**config.mk**
```make
export PLATFORM = sky130hd
export DESIGN_NAME = lzc_norm_pipe
export DESIGN_NICKNAME = d
export VERILOG_FILES = /design/src/rtl/lzc_norm_pipe.sv
export SDC_FILE = /design/constraint.sdc
export NUM_CORES = 1
export LEC_CHECK = 0
export ABC_AREA = 0
export BUFFER_PORTS_ARGS = -buffer_cell sky130_fd_sc_hd__buf_2
export CAP_MARGIN = 20
export CORE_ASPECT_RATIO = 1.4
export CORE_MARGIN = 2
export CORE_UTILIZATION = 60
export CTS_BUF_LIST = sky130_fd_sc_hd__clkbuf_4
export CTS_CLUSTER_DIAMETER = 150
export DETAILED_ROUTE_END_ITERATION = 8
export HOLD_SLACK_MARGIN = 0.12
export MAX_ROUTING_LAYER = met4
export PLACE_DENSITY = 0.92
export SYNTH_ARGS = -nofsm -noshare
export SYNTH_HDL_FRONTEND = slang
export SYNTH_SLANG_ARGS = --single-unit
```
**constraint.sdc**
```tcl
create_clock -name clk -period 3.6 [get_ports clk]
set_input_delay 0.54 -clock clk [delete_from_list [all_inputs] [get_ports clk]]
set_output_delay 0.54 -clock clk [all_outputs]
set_load 0.02 [all_outputs]
```
**src/rtl/lzc_norm_pipe.sv**
```systemverilog
// Two-stage leading-zero / leading-sign counter with normalising left shift.
// Stage 1 forms per-nibble counts; stage 2 priority-encodes them and shifts.
module lzc_norm_pipe #(
    parameter int WIDTH = 32,
    parameter int TAG_W = 4,
    parameter int CW    = $clog2(WIDTH) + 1
) (
    input  logic             clk,
    input  logic             rst,
    input  logic             flush,
    input  logic             in_valid,
    output logic             in_ready,
    input  logic [WIDTH-1:0] in_data,
    input  logic             in_mode,
    input  logic [TAG_W-1:0] in_tag,
    output logic             out_valid,
    input  logic             out_ready,
    output logic [CW-1:0]    out_count,
    output logic             out_zero,
    output logic [WIDTH-1:0] out_norm,
    output logic [TAG_W-1:0] out_tag
);

    localparam int NG = WIDTH / 4;

    // Handshake: a word moves on valid && ready; held stages keep all data stable.
    logic             s1_v;
    logic             s2_v;
    logic             s2_en;
    logic             s1_adv;
    logic             in_fire;

    logic [WIDTH-1:0] s1_data;
    logic             s1_mode;
    logic [TAG_W-1:0] s1_tag;
    logic [NG-1:0][1:0] s1_cnt;
    logic [NG-1:0]    s1_zero;

    assign s2_en     = !s2_v || out_ready;
    assign s1_adv    = s1_v && s2_en && !flush;
    assign in_ready  = !flush && (!s1_v || s2_en);
    assign in_fire   = in_valid && in_ready;
    assign out_valid = s2_v;

    // CLS counts leading zeros of the sign-xored lower bits; the appended 1
    // caps the count at WIDTH-1 when every lower bit matches the sign.
    logic [WIDTH-1:0]   scan;
    logic [NG-1:0][1:0] nib_cnt;
    logic [NG-1:0]      nib_zero;

    always_comb begin
        scan     = in_data;
        nib_cnt  = '0;
        nib_zero = '0;
        if (in_mode) begin
            scan = {in_data[WIDTH-2:0] ^ {(WIDTH-1){in_data[WIDTH-1]}}, 1'b1};
        end
        for (int g = 0; g < NG; g++) begin
            nib_zero[g] = (scan[4*g +: 4] == 4'b0000);
            if (scan[4*g+3])      nib_cnt[g] = 2'd0;
            else if (scan[4*g+2]) nib_cnt[g] = 2'd1;
            else if (scan[4*g+1]) nib_cnt[g] = 2'd2;
            else                  nib_cnt[g] = 2'd3;
        end
    end

    logic             found;
    logic [CW-1:0]    cnt_c;
    logic             zero_c;
    logic [WIDTH-1:0] norm_c;

    always_comb begin
        found = 1'b0;
        cnt_c = CW'(WIDTH);
        for (int g = NG - 1; g >= 0; g--) begin
            if (!found && !s1_zero[g]) begin
                found = 1'b1;
                cnt_c = CW'(4 * (NG - 1 - g)) + CW'(s1_cnt[g]);
            end
        end
        zero_c = s1_mode ? (cnt_c == CW'(WIDTH - 1)) : !found;
        norm_c = s1_data << cnt_c;
    end

    always_ff @(posedge clk or posedge rst) begin
        if (rst) begin
            s1_v      <= 1'b0;
            s2_v      <= 1'b0;
            s1_data   <= '0;
            s1_mode   <= 1'b0;
            s1_tag    <= '0;
            s1_cnt    <= '0;
            s1_zero   <= '0;
            out_count <= '0;
            out_zero  <= 1'b0;
            out_norm  <= '0;
            out_tag   <= '0;
        end else begin
            if (flush) begin
                s1_v <= 1'b0;
                s2_v <= 1'b0;
            end else begin
                if (in_ready) s1_v <= in_valid;
                if (s2_en)    s2_v <= s1_v;
            end
            if (in_fire) begin
                s1_data <= in_data;
                s1_mode <= in_mode;
                s1_tag  <= in_tag;
                s1_cnt  <= nib_cnt;
                s1_zero <= nib_zero;
            end
            if (s1_adv) begin
                out_count <= cnt_c;
                out_zero  <= zero_c;
                out_norm  <= norm_c;
                out_tag   <= s1_tag;
            end
        end
    end

endmodule

```
==> results.md <==
* Status: finished, final reports clean
* HP Class: primary input to async pin
* TritonCTS clock tree: done
* Final Net Count at 844
* Detailed Route Iter0 Violations at 601
* Worst hold slack at 163 ps
* Cell at the root of the clock tree: clkbuf_4
* CTS resizes at 0
* Mux cell area share after synthesis at 16.9%
* Synth Warn # at 0
* Dpl cell area at 0.00719 mm2
* WL final at 17.1 mm
* Ranking of synthesized cells by area: dfrtp_1 40%, mux2i_1 8.4%, nand2_1 6.2%
* Initial core utilization at 61.5%
* Crit path max fanout at 22
* Simple-gate area share of the yosys netlist at 18.8%
* Syn Std Cell Area at 0.00668 mm2
* Core Util, Final at 67.1%
* Full die area at 0.0120 mm2
* Crit path DAT at 3590 ps
* Syn Nets at 781
* Main combinational cell family by area after synthesis: compound AO/OA/AOI/OAI gates
* XOR/XNOR share of the synthesized area at 0%
* Hold buffers post-CTS at 0
* Tmin final at 3230 ps
* Reg-to-reg endpoint: out_norm[30]
* Total track usage at 30.3%
* I/O pins at 87
* Detailed placement HPWL at 12.7 mm
* Sequential area share after synthesis at 39.7%
* GR Overflow Total at 0
* Setup Fix Bufs, Post-CTS at 0
* Reg clk slew, reported paths at 160 ps
* Largest net degree at the start of global routing at 107
* EDFF count, synth at 0
* Chip height at 129 um
* Area grow syn2layout at 9.12%
* Die width at 93.2 um
* CP Capture Type: register
* FILL cells at 885
* Drt wl/cell at 18.0 um
* R2R Path Start: s1_zero[4]
* Critical Path Start Type: register
* FP Rows at 45
* Fraction of layout cells with a size suffix above 1 at 22.0%
* Setup violators final at 0
* Worst rel slew slack at 39.1%
* FF-to-FF path depth at 8
* Final Max Tran Viols at 0
* Antenna Nets Post-Route at 0
* Vias in the first global route at 5831
* Gpl congestion at 1.03
* Total Power at 3.38 mW
* Req. time, crit path at 3960 ps
* Fin. Hold Viols at 0
* CTS sink cnt at 106
* Cell taking the most area after synthesis: dfrtp_1
* Fmax at 0.310 GHz
* WS Path Type: register to register
* Tcrit/Tclk final at 89.7%
* Initial antenna violation count at 1
* CTS Buffer Depth at 2
* Area of the core at 0.0109 mm2
* Synth Register Bits at 106
* Reg2Reg Setup Slack at 370 ps
* Max_cap viols at 0
* Leakage power at 3.23 nW
* Via count at 6074
* Tightest Pin Transition at 913 ps
* DRT Pass-1 Iters at 6
* Via-per-instance ratio at 6.41
* Worst-Skew Late Latency at 460 ps
* Synth top area share at 39.7%
* Post-synthesis compound-gate area fraction at 19.7%
* First-pass GRT wire length at 28.4 mm
* Post-route cell area at 0.00729 mm2
* Post-Synth Adder-Cell Area at 0%
* Post-route DRC at 0
* Asr flop ratio synth at 100%
* CTS Buf Count at 9
* Area occupied by multi-input gates at 0.00371 mm2
* Ys flop type: dfrtp_1
* PwrDens at 463 mW/mm2
* Setup TNS at 0 ps
* Worst Clk Skew at 16.9 ps
* Port Buffer Count at 86
* Most common cell after layout, fill and taps aside: nand2_1
* RSZ-0062 raised after global routing: no
* Htree depth at 3
* Post-synthesis cell type count at 69
* Maximum vdd ir drop at 199 uV
* Register area at 0.00265 mm2
* Syn Area/Cell at 9.04 um2
* Most frequent cells in the layout: 110 x nand2_1, 106 x dfrtp_1, 86 x buf_2, 56 x mux2i_1, 55 x o21ai_0
* Cells after Synth at 739
-- worst max-delay path: stages, from the launching register on --
cell	delay [ps]
dfrtp_1	530
nand2b_1	200
a311oi_1	350
o221ai_2	160
nand2_2	490
mux4_2	590
mux2i_1	290
mux2i_1	160
a221o_1	350
-- sequential cells by signal, summed over array words and instances (netlist names), 4 cells and up --
signal and count:
s1_tag 4, s1_cnt 16, out_count 6, out_norm 32, s1_zero 8, s1_data 32
out_tag 4
-- how the worst max path moves through the flow --
| stage | start | end | slack, ps | cells after the start |
|---|---|---|---|---|
| 3_5_place_dp | s1_zero[4] | out_norm[23] | 420 | 8 |
| 3_3_place_gp | s1_zero[4] | out_norm[23] | 610 | 8 |
| 5_1_grt | s1_zero[6] | out_norm[23] | 210 | 7 |
| 4_1_cts | s1_zero[4] | out_norm[23] | 400 | 8 |
| 2_1_floorplan | rst | out_count[0] | 270 | 1 |
| 6_report | s1_zero[4] | out_norm[30] | 370 | 8 |
-- cell usage after synthesis (10+ instances only) --
cell        n
nand2_1   111
dfrtp_1   106
mux2i_1    56
o21ai_0    55
a21oi_1    49
nor2_1     44
mux2_2     35
clkbuf_1   32
nand3_1    32
nor3_1     20
or3_1      15
inv_1      14
nand2b_1   14
nor2b_1    10
-- power breakdown --
group	leakage, nW	switching [mW]	internal [mW]
sequential	1.33	0.186	1.40
clock	0.0570	0.378	0.134
combinational	1.84	0.763	0.512
total	3.23	1.33	2.05
-- through the flow --
stage                     setup WS, ps  cells
after floorplan                    271    739
final                              369    948
after global routing               207    948
after global placement             611    932
after detailed placement           422    932
after CTS                          396    947
-- kinds of logic after synthesis --
group                  Yosys count
flip-flops                     106
AND/OR/NAND/NOR                268
AO/OA/AOI/OAI                  198
multiplexers                    99
buffers and inverters           68
-- final cells by class --
class	instances	area share, %
diodes	1	0.0343
clock buffers	9	0.927
clock inverters	6	0.463
inverters	15	0.806
multi-input cells	565	50.9
flip-flops and latches	106	36.4
well taps	141	2.42
repair buffers	105	8.03
-- metal layers --
metal	part of all wire, %	global-route usage (%)	vias up
met5	0	-	-
li1	-	-	2836
met3	6.4	4.39	71
met2	48	48.6	320
met4	4.9	16.5	0
met1	40	37.0	2847
Note: power is estimated with default switching activity, not from simulation.
